## config.mk

```make
export PLATFORM = sky130hd
export DESIGN_NAME = pipeline_hazard_ctrl
export DESIGN_NICKNAME = d
export VERILOG_FILES = /design/src/rtl/pipeline_hazard_ctrl.sv
export SDC_FILE = /design/constraint.sdc
export NUM_CORES = 1
export LEC_CHECK = 0
export CORE_MARGIN = 4
export CORE_UTILIZATION = 24
export CTS_BUF_LIST = sky130_fd_sc_hd__clkbuf_2 sky130_fd_sc_hd__clkbuf_4 sky130_fd_sc_hd__clkbuf_8
export DETAILED_ROUTE_END_ITERATION = 12
export REMOVE_ABC_BUFFERS = 1
export SYNTH_ARGS = -nofsm -noshare
export SYNTH_HDL_FRONTEND = slang
export SYNTH_SLANG_ARGS = --single-unit
export TNS_END_PERCENT = 30
```

## constraint.sdc

```tcl
create_clock -name clk -period 1.7 [get_ports clk]
set_input_delay 0.34 -clock clk [delete_from_list [all_inputs] [get_ports clk]]
set_output_delay 0.34 -clock clk [all_outputs]
set_load 0.05 [all_outputs]
```

## src/rtl/pipeline_hazard_ctrl.sv

```systemverilog
// pipeline_hazard_ctrl: hazard sequencer for the 5-stage pipeline.
// Ports: ID/EX/MEM register tags, mem handshake and branch in;
//   PC/register pause and nop controls, mem_err, state out.
// Optional HAZARD_PERF_CNT_EN adds stall_cnt, flush_cnt, memwait_cnt.
module pipeline_hazard_ctrl #(
    parameter int FORWARDING   = 1,
    parameter int FLUSH_CYCLES = 1,
    parameter int MEM_TIMEOUT  = 64
) (
    input  logic        clk,
    input  logic        rst,
    input  logic [4:0]  id_rs1,
    input  logic [4:0]  id_rs2,
    input  logic        id_use_rs1,
    input  logic        id_use_rs2,
    input  logic [4:0]  ex_rd,
    input  logic        ex_reg_wr_n,
    input  logic        ex_mem_rd,
    input  logic [4:0]  mem_rd,
    input  logic        mem_reg_wr_n,
    input  logic        mem_access,
    input  logic        dmem_ready,
    input  logic        ex_branch_taken,
    output logic        pc_pause,
    output logic        if_id_pause,
    output logic        id_ex_pause,
    output logic        ex_mem_pause,
    output logic        if_id_nop,
    output logic        id_ex_nop,
    output logic        ex_mem_nop,
    output logic        mem_wb_nop,
    output logic        mem_err,
`ifdef HAZARD_PERF_CNT_EN
    output logic [31:0] stall_cnt,
    output logic [31:0] flush_cnt,
    output logic [31:0] memwait_cnt,
`endif
    output logic [1:0]  state
);

    typedef enum logic [1:0] {
        RUN      = 2'd0,
        MEM_WAIT = 2'd1,
        FLUSH    = 2'd2
    } state_t;

    localparam bit         FLUSH_MULTI = (FLUSH_CYCLES > 1);
    localparam logic [2:0] FLUSH_LOAD  = 3'(FLUSH_CYCLES - 1);
    localparam logic [7:0] TMO         = 8'(MEM_TIMEOUT);

    state_t     st;
    logic [2:0] fcnt;
    logic [7:0] tcnt;

    logic raw_ex, raw_mem, data_stall;
    logic mem_busy, tmo, mem_hold, flush_act, stall_act;

    assign state = st;

    assign raw_ex = !ex_reg_wr_n && (ex_rd != 5'd0) &&
                    ((id_use_rs1 && id_rs1 == ex_rd) ||
                     (id_use_rs2 && id_rs2 == ex_rd));
    assign raw_mem = !mem_reg_wr_n && (mem_rd != 5'd0) &&
                     ((id_use_rs1 && id_rs1 == mem_rd) ||
                      (id_use_rs2 && id_rs2 == mem_rd));
    assign data_stall = (FORWARDING != 0) ? (raw_ex && ex_mem_rd)
                                          : (raw_ex || raw_mem);

    // The wait counter only runs while an access is stuck, so tmo can
    // only fire after a held stretch; it drops the access for one cycle.
    assign mem_busy  = mem_access && !dmem_ready;
    assign tmo       = mem_busy && (tcnt >= TMO);
    assign mem_hold  = mem_busy && !tmo;
    assign flush_act = !mem_busy && (ex_branch_taken || st == FLUSH);
    assign stall_act = !mem_busy && !flush_act && data_stall;

    always_comb begin
        pc_pause     = 1'b0;
        if_id_pause  = 1'b0;
        id_ex_pause  = 1'b0;
        ex_mem_pause = 1'b0;
        if_id_nop    = 1'b0;
        id_ex_nop    = 1'b0;
        ex_mem_nop   = 1'b0;
        mem_wb_nop   = 1'b0;
        if (!rst) begin
            unique case (1'b1)
                mem_hold: begin
                    pc_pause     = 1'b1;
                    if_id_pause  = 1'b1;
                    id_ex_pause  = 1'b1;
                    ex_mem_pause = 1'b1;
                    mem_wb_nop   = 1'b1;
                end
                tmo: ex_mem_nop = 1'b1;
                flush_act: begin
                    if_id_nop = 1'b1;
                    id_ex_nop = 1'b1;
                end
                stall_act: begin
                    pc_pause    = 1'b1;
                    if_id_pause = 1'b1;
                    id_ex_nop   = 1'b1;
                end
                default: ;
            endcase
        end
    end

    always_ff @(posedge clk or posedge rst) begin
        if (rst) begin
            st      <= RUN;
            fcnt    <= 3'd0;
            tcnt    <= 8'd0;
            mem_err <= 1'b0;
        end else if (tmo) begin
            st      <= RUN;
            fcnt    <= 3'd0;
            tcnt    <= 8'd0;
            mem_err <= 1'b1;
        end else if (mem_hold) begin
            // Flush counter freezes; pending branch is replayed on release.
            if (tcnt != 8'hFF)
                tcnt <= tcnt + 8'd1;
            if (st == RUN)
                st <= MEM_WAIT;
        end else begin
            tcnt <= 8'd0;
            if (ex_branch_taken && FLUSH_MULTI) begin
                st   <= FLUSH;
                fcnt <= FLUSH_LOAD;
            end else if (st == FLUSH && fcnt > 3'd1) begin
                fcnt <= fcnt - 3'd1;
            end else begin
                st   <= RUN;
                fcnt <= 3'd0;
            end
        end
    end

`ifdef HAZARD_PERF_CNT_EN
    always_ff @(posedge clk or posedge rst) begin
        if (rst) begin
            stall_cnt   <= 32'd0;
            flush_cnt   <= 32'd0;
            memwait_cnt <= 32'd0;
        end else begin
            if (stall_act)
                stall_cnt <= stall_cnt + 32'd1;
            if (flush_act)
                flush_cnt <= flush_cnt + 32'd1;
            if (mem_hold)
                memwait_cnt <= memwait_cnt + 32'd1;
        end
    end
`endif

endmodule
```

==> qor.csv <==
stage;metric;value;unit
floorplanning;rows;17;
clocking;cts.sinks;10;
floorplanning;start_util;0.261;
yosys;synth_edf_count;0;
power_and_ir_drop;p_comb_frac;0.312;
yosys;ys_ff_latch;10;
min_path;hp-class;in -> async;
setup_path;r2r_slack;0.63;ns
cells_and_area;drive_gt1_frac;0.392;
routing;wl_per_cell;12.7;µm
grt;grt_max_degree;11;
grt;antenna_found_initial;0;
placed_design;gp_congestion;0.764;
power_and_ir_drop;switching_share;0.282;
yosys;synth_largest_area_cell;dfrtp_1;
setup_path;crit_required;1.36;ns
cells_and_area;diodes;0;
timing;fin_skew;0.00197;ns
timing;setup_violations;3;
yosys;synth_cells;64;
timing;grt_setup_unrepaired;true;
setup_path;worstSetupPathType;in -> out;
timing;setup_ws;-0.163;ns
floorplanning;ios;41;
routing;vias_per_cell;4.22;
power_and_ir_drop;clock_power_share;0.263;
clocking;clkLatencyLatePin;0.26;ns
timing;fmax;0.537;GHz
timing;final-hold-violation-count;0;
setup_path;rr_startpoint;tcnt[0];
yosys;synthFlopType;dfrtp_1;
floorplanning;die_area;3340;µm²
cells_and_area;post-route-util;0.486;
yosys;ys_types;23;
floorplanning;dieWidth;57.8;µm
clocking;htreeDepth;1;
routing;drtPass1Iterations;2;
routing;vias;549;
yosys;syn-mean-instance-area;9.29;µm²
timing;final.period_utilization;1.10;
setup_path;worstSetupEndpointType;output port;
yosys;yosysTopAreaCellShare;0.421;
yosys;synth.cell_area;594;µm²
timing;fin_crit;1.86;ns
timing;finalMaxSlewViolations;0;
clocking;cts_tree;built;
setup_path;path_max_fanout;2;
power_and_ir_drop;p_leak;0.510;nW
floorplanning;die_h;57.8;µm
setup_path;arrival;1.52;ns
clocking;clockBufferDepth;2;
placed_design;dp_hpwl;1.42;mm
cells_and_area;final_nets;135;
clocking;clock-root-buffer;clkbuf_4;
clocking;clkTransAtPathRegs;0.06;ns
placed_design;io_buffers;33;
routing;first_iter_violations;11;
grt;grt_util_all_layers;0.107;
power_and_ir_drop;power.switching;162;µW
status;violations;setup timing;
routing;routed_wl;1.65;mm
grt;grt_pass1_wl;2.77;mm
job;max_cap_viol_count;0;
grt;overflow;0;
timing;setup-tns-final;-0.460;ns
status;status;finished, violations left;
clocking;cts_buffers;3;
yosys;ys.warnings.count;0;
power_and_ir_drop;pwr-share-seq;0.425;
yosys;async_flop_share;1.00;
cells_and_area;syn_to_final_growth;86.1;%
routing;drc;0;
power_and_ir_drop;ir_worst_vdd;0.299;mV
floorplanning;coreArea;2280;µm²
setup_path;cp-start-kind;input pin;
yosys;seq_area_frac_synth;0.421;
timing;whs;0.232;ns
power_and_ir_drop;p_int;412;µW
power_and_ir_drop;power_density;519;nW/µm²
yosys;synth_area_leaders;dfrtp_1 42%, xor2_1 16%, nor2_1 6.9%;
setup_path;startpoint;id_rs2[2];
routing;postRouteAntennaNets;0;
grt;grt_pass1_vias;604;
## final cells by class
type,instances,area (µm²)
tap,28,35.0
fill,206,1170
multi-input combinational,49,382
inverter,2,7.51
timing repair buffer,38,409
clock buffer,3,22.5
sequential,10,250
## path summary, 6_finish.rpt
kind                            endpoint  cells past startpoint
worst max register to register   tcnt[4]                      4
worst min-delay path             mem_err                      3
worst min register to register   mem_err                      1
max in group asynchronous        tcnt[2]                      3
min in group clk                 mem_err                      1
worst max-delay path            pc_pause                      6
## kinds of logic (layout without fill, tap and decap cells)
logic type,Yosys count,count (layout),share of synthesized area
AND/OR/NAND/NOR,28,28,0.236
other,1,2,0.00631
AO/OA/AOI/OAI,4,4,0.0463
adder cells (fa/ha/maj),1,1,0.0210
buffers and inverters,6,43,0.0632
flip-flops,10,10,0.421
XOR/XNOR,14,14,0.206
## power by group through the flow
stage | Clock, mW | Sequential [mW] | Combinational (mW)
6_report | 0.151 | 0.244 | 0.179
2_1_floorplan | 0 | 0.251 | 0.0651
4_1_cts | 0.160 | 0.243 | 0.175
3_3_place_gp | 0 | 0.248 | 0.173
3_5_place_dp | 0 | 0.248 | 0.173
5_1_grt | 0.179 | 0.244 | 0.191
## sequential cells by signal (all words and copies together) (netlist names)
signal   flops
mem_err      1
tcnt         8
state        1
## routing by layer
layer	GRT usage	vias up	routed length (µm)
met3	0.0334	0	55
met1	0.130	256	707
met2	0.192	9	885
li1	-	284	-
met4	0.00993	0	0
met5	0	-	0
## worst max-delay path, cell delays in order
cell             delay [ns]
clkdlybuf4s15_1        0.17
xor2_1                 0.16
nor4_2                 0.32
a32oi_2                0.14
o22ai_4                0.21
buf_12                 0.17
## cells in the mapped netlist (2+ instances only)
cell type	n
nand3_1	3
xnor2_1	3
buf_4	4
dfrtp_1	10
xor2_1	11
inv_1	2
nand2_1	3
nor2_1	11
and3_1	2
nor3_1	2
## timing repair
item,4_1_cts,5_1_grt
hold buffers,0,0
setup buffers,0,0
resized for setup,58,11
endpoints found under the setup margin,8,7
pin swaps,13,5
## per-stage QoR
stage          power, mW  instances  instance area, µm²  worst slack (ns)
3_5_place_dp       0.421        128                1040            -0.590
2_1_floorplan      0.316         61                 568             -1.25
4_1_cts            0.579        130                1080            -0.184
3_3_place_gp       0.420        128                1040            -0.497
5_1_grt            0.614        130                1110            -0.240
6_report           0.574        130                1110            -0.163
## layout by cell type (no fill, tap or decap), types with 2 or more instances in the layout
cell,instances
inv_1,2
nor4_2,2
clkbuf_4,3
dfrtp_1,10
nand3_1,3
and2_1,2
buf_12,7
buf_6,5
buf_2,6
dlygate4sd2_1,4
conb_1,2
xor2_1,9
buf_4,6
and3_1,2
clkdlybuf4s50_1,5
nor2_1,8
xnor2_1,2
nor2_2,3
xor2_2,2
nand2_1,2
clkdlybuf4s15_1,4
nor3_1,2
No activity file was read; power rests on OpenSTA's default activity.
